$ cat src/rtl/button_step_debouncer.sv
// Push-button conditioner: synchronizes and debounces a raw button level and
// emits single-cycle step pulses on each accepted press, with optional auto-repeat.
module button_step_debouncer #(
    parameter int DEBOUNCE_CYCLES = 16,
    parameter int REPEAT_DELAY    = 5000,
    parameter int REPEAT_PERIOD   = 1000
) (
    input  logic clk,
    input  logic rst,
    input  logic btn_in,
    output logic step,
    output logic pressed,
    output logic repeating
);

    localparam int DB_W    = $clog2(DEBOUNCE_CYCLES + 1);
    localparam int REP_MAX = (REPEAT_DELAY > REPEAT_PERIOD) ? REPEAT_DELAY : REPEAT_PERIOD;
    localparam int REP_W   = $clog2(REP_MAX + 1);
    localparam bit REP_EN  = (REPEAT_DELAY > 0);

    localparam logic [DB_W-1:0]  DB_LAST    = DB_W'(DEBOUNCE_CYCLES - 1);
    localparam logic [DB_W-1:0]  DB_SAT     = DB_W'(DEBOUNCE_CYCLES);
    localparam logic [REP_W-1:0] REP_DELAY  = REP_W'(REPEAT_DELAY);
    localparam logic [REP_W-1:0] REP_PERIOD = REP_W'(REPEAT_PERIOD);
    localparam logic [REP_W-1:0] REP_SAT    = REP_W'(REP_MAX);

    typedef enum logic [1:0] {
        IDLE       = 2'd0,
        PRESS_DB   = 2'd1,
        HELD       = 2'd2,
        RELEASE_DB = 2'd3
    } state_t;

    state_t            state_q, state_d;
    logic              sync1_q, btn_s_q;
    logic [DB_W-1:0]   db_cnt_q, db_cnt_d;
    logic [REP_W-1:0]  rep_cnt_q, rep_cnt_d;
    logic              step_q, step_d;
    logic              pressed_q, pressed_d;
    logic              repeating_q, repeating_d;
    logic              db_done;
    logic              rep_hit;

    function automatic logic [DB_W-1:0] db_inc(input logic [DB_W-1:0] v);
        return (v == DB_SAT) ? v : v + 1'b1;
    endfunction

    function automatic logic [REP_W-1:0] rep_inc(input logic [REP_W-1:0] v);
        return (v == REP_SAT) ? v : v + 1'b1;
    endfunction

    assign db_done = (db_cnt_q == DB_LAST);
    // First repeat waits REPEAT_DELAY, later ones REPEAT_PERIOD.
    assign rep_hit = repeating_q ? (rep_cnt_q == REP_PERIOD) : (rep_cnt_q == REP_DELAY);

    always_ff @(posedge clk) begin
        if (rst) begin
            sync1_q     <= 1'b0;
            btn_s_q     <= 1'b0;
            state_q     <= IDLE;
            db_cnt_q    <= '0;
            rep_cnt_q   <= '0;
            step_q      <= 1'b0;
            pressed_q   <= 1'b0;
            repeating_q <= 1'b0;
        end else begin
            sync1_q     <= btn_in;
            btn_s_q     <= sync1_q;
            state_q     <= state_d;
            db_cnt_q    <= db_cnt_d;
            rep_cnt_q   <= rep_cnt_d;
            step_q      <= step_d;
            pressed_q   <= pressed_d;
            repeating_q <= repeating_d;
        end
    end

    always_comb begin
        state_d = state_q;
        case (state_q)
            IDLE:       if (btn_s_q) state_d = PRESS_DB;
            PRESS_DB: begin
                if (!btn_s_q)     state_d = IDLE;
                else if (db_done) state_d = HELD;
            end
            HELD:       if (!btn_s_q) state_d = RELEASE_DB;
            RELEASE_DB: begin
                if (btn_s_q)      state_d = HELD;
                else if (db_done) state_d = IDLE;
            end
            default:    state_d = IDLE;
        endcase
    end

    always_comb begin
        db_cnt_d    = db_cnt_q;
        rep_cnt_d   = rep_cnt_q;
        step_d      = 1'b0;
        pressed_d   = pressed_q;
        repeating_d = repeating_q;
        case (state_q)
            IDLE: begin
                db_cnt_d    = btn_s_q ? DB_W'(1) : '0;
                rep_cnt_d   = '0;
                pressed_d   = 1'b0;
                repeating_d = 1'b0;
            end
            PRESS_DB: begin
                if (!btn_s_q) begin
                    db_cnt_d = '0;
                end else if (db_done) begin
                    db_cnt_d  = '0;
                    rep_cnt_d = '0;
                    step_d    = 1'b1;
                    pressed_d = 1'b1;
                end else begin
                    db_cnt_d = db_inc(db_cnt_q);
                end
            end
            HELD: begin
                if (!btn_s_q) begin
                    db_cnt_d = DB_W'(1);
                end else if (REP_EN) begin
                    if (rep_hit) begin
                        step_d      = 1'b1;
                        repeating_d = 1'b1;
                        rep_cnt_d   = '0;
                    end else begin
                        rep_cnt_d = rep_inc(rep_cnt_q);
                    end
                end
            end
            RELEASE_DB: begin
                // Repeat timing is frozen here so a short release glitch only delays it.
                if (btn_s_q) begin
                    db_cnt_d = '0;
                end else if (db_done) begin
                    db_cnt_d    = '0;
                    rep_cnt_d   = '0;
                    pressed_d   = 1'b0;
                    repeating_d = 1'b0;
                end else begin
                    db_cnt_d = db_inc(db_cnt_q);
                end
            end
            default: begin
                db_cnt_d    = '0;
                rep_cnt_d   = '0;
                pressed_d   = 1'b0;
                repeating_d = 1'b0;
            end
        endcase
    end

    assign step      = step_q;
    assign pressed   = pressed_q;
    assign repeating = repeating_q;

endmodule

$ cat config.mk
export PLATFORM = sky130hd
export DESIGN_NAME = button_step_debouncer
export DESIGN_NICKNAME = d
export VERILOG_FILES = /design/src/rtl/button_step_debouncer.sv
export SDC_FILE = /design/constraint.sdc
export NUM_CORES = 1
export LEC_CHECK = 0
export BUFFER_PORTS_ARGS = -buffer_cell sky130_fd_sc_hd__buf_2
export CORE_ASPECT_RATIO = 1.25
export CORE_UTILIZATION = 35
export DETAILED_ROUTE_END_ITERATION = 10
export PLACE_DENSITY_LB_ADDON = 0.3
export SLEW_MARGIN = 20
export SYNTH_ARGS = -nofsm -noshare
export SYNTH_HDL_FRONTEND = slang
export SYNTH_SLANG_ARGS = --single-unit
$ cat constraint.sdc
create_clock -name clk -period 2.95 [get_ports clk]
set_clock_uncertainty 0.05 [all_clocks]
set_input_delay 0.4425 -clock clk [delete_from_list [all_inputs] [get_ports clk]]
set_output_delay 0.4425 -clock clk [all_outputs]
set_load 0.02 [all_outputs]
==> results of run 1 <==
## routing by layer
layer | share of wire (%) | vias up
met1 | 48 | 584
met4 | 0.38 | 0
met5 | 0 | -
met2 | 49 | 13
li1 | - | 673
met3 | 2.4 | 2
## path summary, 6_finish.rpt
kind	start	end	slack, ps	depth (start not counted)
worst max-delay path	db_cnt_q[0]	rep_cnt_q[5]	530	9
worst min-delay path	btn_in	sync1_q	340	2
worst max register to register	db_cnt_q[0]	rep_cnt_q[5]	530	9
worst min register to register	sync1_q	btn_s_q	390	1
## power by group through the flow
stage	combinational, W	clock [W]	sequential, W
6_report	0.0000650	0.000199	0.000354
5_1_grt	0.0000739	0.000227	0.000356
4_1_cts	0.0000654	0.000208	0.000354
3_5_place_dp	0.0000653	0	0.000362
3_3_place_gp	0.0000648	0	0.000362
2_1_floorplan	0.0000514	0	0.000359
## logic make-up after synthesis
logic type	after synthesis	share of synthesized area [%]
buf+inv	17	4.98
simple gates	81	30.0
flops	25	33.8
compound gates	46	19.8
mux	2	1.35
fa+ha+maj	12	10.1
## sequential cells by signal (all words and copies together), names as in the netlist, named ones only
| signal | count |
|---|---|
| state_q | 1 |
| pressed | 1 |
| db_cnt_q | 5 |
| repeating | 1 |
| sync1_q | 1 |
| btn_s_q | 1 |
| step | 1 |
| rep_cnt_q | 13 |
## area by class of cell
cell class,count,area share (%)
sequential,25,31.3
multi-input combinational,141,56.9
timing repair buffer,6,2.04
clock buffer,4,2.82
inverter,11,2.58
tap,56,4.39
## worst max-delay path: stages (launching register included)
cell and delay (ps):
dfxtp_1 400, ha_1 200, and3_1 160, ha_1 230, a21boi_0 160, o311ai_0 530
a21oi_1 130, buf_4 200, nand3b_1 160, o21a_1 100
## cells in the mapped netlist (all sizes together) (3+ instances only)
cell     n
o31ai   10
a21oi   12
nand3   10
inv     11
buf      3
nor2b    4
nand2   15
and3     8
nor2    16
nand2b   4
a21boi   3
clkbuf   3
ha      12
nor3     5
dfxtp   25
o21ai   10
## metrics by stage
| stage | cell area [um2] | instances |
|---|---|---|
| floorplan | 1480 | 183 |
| CTS | 1600 | 243 |
| global placement | 1550 | 239 |
| finish | 1600 | 243 |
| global route | 1600 | 243 |
| detailed placement | 1550 | 239 |
==> impl_metrics.csv, run 1 <==
group,metric,value,unit
pwr,p_leak,0.598,nW
setup_path,critPathMaxFanout,11,
clock_network,htreeDepth,1,
drt,routed_wl,2930,um
clock_network,cts_setup_buffers,0,
global_route,grt_use_met2,25.0,%
setup_path,start_kind,"flip-flop",
global_route,grt_max_degree,18,
finish,final_common_cell,"dfxtp_1",
die,die_area,4500,um2
pwr,p_sw,0.000151,W
finish,diodes,0,
finish,multi_input_area,908,um2
timing,period_share,82.2,%
timing,period_minus_slack,2420,ps
setup_path,worstPathRequired,3060,ps
logic_synthesis,synthTopCellsByArea,"dfxtp_1 (34%), ha_1 (10%), o31ai_1 (5.1%), a21oi_1 (4.1%), nor2_1 (4.1%)",
clock_network,clkSinkCount,25,
finish,syn2layout_area_growth,7.76,%
die,core_region_area,4070,um2
global_route,grt_pass1_vias,1216,
finish,fill_cells,431,
setup_path,worstSetupPathType,"flip-flop to flip-flop",
global_route,use_met3,3.61,%
timing,slew_violations,0,
timing,relSlewSlack,52.6,%
pwr,pwr-share-seq,57.3,%
global_route,antenna_found_initial,0,
timing,setup_slack,526,ps
pwr,p_total,0.000617,W
logic_synthesis,ys.flop_type,"dfxtp_1",
timing,hold_ws,336,ps
clock_network,clk_latency,260,ps
drt,via_count,1272,
placement,portBuffers,5,
global_route,grt_pass1_wl,5060,um
pwr,clkPwrFrac,32.2,%
drt,postRouteAntennaNets,0,
timing,hold_viol,0,
drt,initialDrtViolationCount,70,
clock_network,cts_hold_buf,0,
placement,place_congestion,0.780,
logic_synthesis,synth_fp_nets,198,
min_path,hold_class,"input port to flip-flop",
logic_synthesis,synthArstFlopShare,0,%
global_route,grt_use_met1,17.5,%
clock_network,root_buffer,"clkbuf_8",
logic_synthesis,synthesis.instances,183,
placement,hpwl,2090,um
drt,drtPass1Iterations,4,
drt,route.detailed.drc,0,
die,start_util,36.5,%
placement,dp_slack,558,ps
die,die_w,60.2,um
finish,seq_area,500,um2
drt,routedWlPerCell,12.1,um
logic_synthesis,syn_avg_cell_area,8.10,um2
global_route,globalRouteTotalUtil,14.3,%
logic_synthesis,synth.distinct_cells,43,
logic_synthesis,syn_area,1480,um2
timing,max_freq,413,MHz
setup_path,arrival,2540,ps
logic_synthesis,synth_edf_count,0,
clock_network,cts_buffers,3,
logic_synthesis,netlist.area_leader.share,33.8,%
clock_network,clk_pin_slew,80,ps
timing,rsz0062_at_grt,"no",
timing,worstMarginPinSlew,712,ps
clock_network,cts_resized,0,
timing,fin_setup_tns,0,ps
finish,fin_nets,203,
clock_network,clockBufferDepth,2,
pwr,ir_drop,0.000252,V
finish,fin_util,39.3,%
logic_synthesis,yosysTopAreaCell,"dfxtp_1",
finish,drive_gt1_share,6.95,%
logic_synthesis,ys_warn_count,0,
finish,final_cell_mix,"dfxtp_1 (25), nor2_1 (16), nand2_1 (15)",
pwr,intPower,0.000467,W
clock_network,cts_tree,"yes",
die,pin_count,6,
logic_synthesis,synth-seq-cells,25,
setup_path,end_kind,"flip-flop",
die,chipHeight,74.8,um
pwr,power_frac_comb,10.5,%
pwr,swShare,24.4,%
global_route,grt_overflow_total,0,
run_status,status,"completed",
pwr,power_density,386,nW/um2
run,max-cap-violations,0,
timing,setup-violations-final,0,
drt,drt-vias-per-instance,5.23,
die,rows,26,
global_route,busiest_layer,"met2",
logic_synthesis,seq_area_frac_synth,33.8,%
Power figures use the tool's default switching activity.
==> run 2: changes to the inputs <==
--- a/config.mk
+++ b/config.mk
@@ -5,6 +5,7 @@
 export SDC_FILE = /design/constraint.sdc
 export NUM_CORES = 1
 export LEC_CHECK = 0
+export ABC_AREA = 1
 export BUFFER_PORTS_ARGS = -buffer_cell sky130_fd_sc_hd__buf_2
 export CORE_ASPECT_RATIO = 1.25
 export CORE_UTILIZATION = 35
==> constraint.sdc (replaced) <==
create_clock -name clk -period 2.2 [get_ports clk]
set_clock_uncertainty 0.05 [all_clocks]
set_input_delay 0.33 -clock clk [delete_from_list [all_inputs] [get_ports clk]]
set_output_delay 0.33 -clock clk [all_outputs]
set_load 0.02 [all_outputs]
==> run 2 against run 1 <==
Net effect:
- sequential power increased by 68%
- critical path depth increased by 4
- cell count increased by 39%
- global-route usage increased by 1.8 points
- sequential share of layout area decreased by 5.1 points
- clock power increased by 37%
- sequential cell count unchanged
==> impl_metrics.csv, run 2 <==
group,metric,value,unit
finish,fill_cells,525,
setup_path,rr_endpoint,"rep_cnt_q[1]",
logic_synthesis,syn_area,1790,um2
logic_synthesis,synthAdderAreaFrac,8.39,%
run,max-cap-violations,0,
drt,via_count,1627,
logic_synthesis,synthesis.instances,272,
global_route,grt_overflow_total,0,
timing,hold_viol,0,
setup_path,crit_path_end,"rep_cnt_q[1]",
logic_synthesis,seq_area_frac_synth,28.0,%
setup_path,worstSetupPathType,"flip-flop to flip-flop",
logic_synthesis,netlist.area_leader.share,28.0,%
clock_network,clk_latency,270,ps
logic_synthesis,synth.most_common_cell,"nand2_1",
logic_synthesis,yosysTopAreaCell,"dfxtp_1",
pwr,p_total,0.00139,W
setup_path,end_kind,"flip-flop",
timing,fin_setup_tns,0,ps
global_route,grt_max_degree,17,
finish,final_common_cell,"nand2_1",
logic_synthesis,ys_warn_count,0,
run_status,status,"completed",
drt,initialDrtViolationCount,100,
pwr,power_density,728,nW/um2
logic_synthesis,synthTopCellsByCount,"nand2_1 (57), nor2_1 (48), inv_1 (34)",
timing,setup-violations-final,0,
setup_path,critPathMaxFanout,16,
timing,slew_violations,0,
die,pin_count,6,
global_route,grt_pass1_vias,1583,
clock_network,root_buffer,"clkbuf_8",
clock_network,clkSinkCount,25,
logic_synthesis,syn_avg_cell_area,6.58,um2
logic_synthesis,synth_top_family_by_area,"simple AND/OR/NAND/NOR gates",
logic_synthesis,synth_edf_count,0,
timing,max_freq,518,MHz
die,rows,28,
pwr,ir_drop,0.000270,V
setup_path,crit_path_start,"db_cnt_q[1]",
drt,routedWlPerCell,10.9,um
drt,m1WireLength,1690,um
logic_synthesis,synth_fp_nets,287,
timing,relSlewSlack,68.7,%
drt,drt-vias-per-instance,4.83,
clock_network,cts_setup_buffers,0,
drt,wl_met2,1840,um
die,die_area,5410,um2
finish,top_regs,"rep_cnt_q x13, db_cnt_q x5",
timing,rsz0062_at_grt,"no",
finish,largest_reg_flops,13,
placement,portBuffers,5,
drt,route.detailed.drc,0,
finish,drive_gt1_share,10.8,%
drt,drtPass1Iterations,4,
timing,period_share,87.7,%
logic_synthesis,synth.distinct_cells,31,
timing,hold_ws,204,ps
drt,routed-wl-met3,60,um
min_path,hold_class,"input port to flip-flop",
logic_synthesis,synthTopCellsByArea,"dfxtp_1 (28%), nand2_1 (12%), nor2_1 (10%), ha_1 (8.4%), nand3_1 (8.1%)",
logic_synthesis,synth_xor_area_share,2.45,%
finish,syn2layout_area_growth,6.57,%
logic_synthesis,ys.flop_type,"dfxtp_1",
logic_synthesis,yosys.area_share.simple,43.9,%
setup_path,reg2reg_slack,270,ps
clock_network,clk_pin_slew,80,ps
clock_network,clockBufferDepth,2,
die,core_region_area,4830,um2
finish,diodes,0,
die,chipHeight,82.0,um
setup_path,arrival,2090,ps
placement,hpwl,2830,um
clock_network,cts_buffers,3,
clock_network,htreeDepth,1,
finish,top_register,"rep_cnt_q",
setup_path,ff2ff_path_depth,13,
logic_synthesis,synthArstFlopShare,0,%
timing,worstMarginPinSlew,469,ps
finish,final_cell_mix,"nand2_1 (57), nor2_1 (48), inv_1 (34)",
die,start_util,37.0,%
clock_network,cts_tree,"yes",
global_route,antenna_found_initial,0,
logic_synthesis,synth-seq-cells,25,
setup_path,r2r_start,"db_cnt_q[1]",
drt,postRouteAntennaNets,0,
logic_synthesis,synth.area.mux_share,0,%
global_route,grt_pass1_wl,6730,um
clock_network,cts_resized,0,
drt,routed_wl,3670,um
timing,period_minus_slack,1930,ps
die,die_w,66.0,um
setup_path,start_kind,"flip-flop",
pwr,p_leak,0.855,nW
logic_synthesis,synth_compound_area_share,6.08,%
finish,fin_nets,293,
drt,top_layer,"met4",
global_route,globalRouteTotalUtil,16.1,%
placement,place_congestion,0.875,
clock_network,cts_hold_buf,0,
setup_path,worstPathRequired,2360,ps
run 2: changes by cell type in the layout (fill, tap and decap cells not counted), moves of 8 or more:
cell / delta
nand4_1: +8
nand2_1: +42
nor2_1: +32
and3_1: -8
nand3_1: +19
inv_1: +23
o31ai_1: -10
run 2: report_power, final:
| part | internal (W) | switching [W] |
|---|---|---|
| clock network | 0.000130 | 0.000143 |
| registers | 0.000512 | 0.0000813 |
| logic | 0.000208 | 0.000314 |
run 2: cells by family (layout without fill, tap and decap cells):
group | Yosys count | count (layout)
and+or+nand+nor | 166 | 166
DFF | 25 | 25
adders and majority gates | 12 | 12
AOI/OAI and AO/OA | 19 | 19
xor gates and xnor gates | 5 | 5
buffers and inverters | 45 | 50
run 2: per-layer routing:
layer | vias to the layer above | global-route usage (%)
met5 | - | 0
met4 | 0 | 7.02
met3 | 9 | 1.81
met2 | 22 | 30.1
met1 | 716 | 18.0
li1 | 880 | -
run 2: worst min path at each step:
stage	startpoint	endpoint	slack, ps	depth (start not counted)
3_3_place_gp	sync1_q	btn_s_q	350	2
2_1_floorplan	sync1_q	btn_s_q	340	2
5_1_grt	btn_in	sync1_q	210	3
4_1_cts	btn_in	sync1_q	200	3
3_5_place_dp	sync1_q	btn_s_q	350	2
6_report	btn_in	sync1_q	200	3
run 2: final cells by class:
type                            instances  area, um2  area share (%)
Clock buffer                            4       45.0            2.36
Inverter                               37        144            7.54
Multi-Input combinational cell        202       1090            57.0
Sequential cell                        25        500            26.2
Tap cell                               60       75.1            3.93
Timing Repair Buffer                    9       55.1            2.89
run 2: through the flow:
step | instances | setup WS [ps] | utilization (%) | cell area [um2]
after floorplan | 272 | 346 | - | 1790
after global placement | 333 | 335 | 38.5 | 1860
after detailed placement | 333 | 292 | 38.5 | 1860
after CTS | 337 | 265 | 39.5 | 1910
after global routing | 337 | 23.5 | 39.5 | 1910
final | 337 | 270 | 39.5 | 1910
run 2: worst max-delay path, stage by stage, from the launching register on:
cell and delay, ps:
dfxtp_1 380, ha_1 210, nand2_1 70, nor2_1 90, ha_1 190, nand2_1 60
nand2_1 70, nand2_1 90, a21oi_2 110, buf_4 240, nand2_4 100, clkinv_4 80
nor2_1 40, nor2_1 100
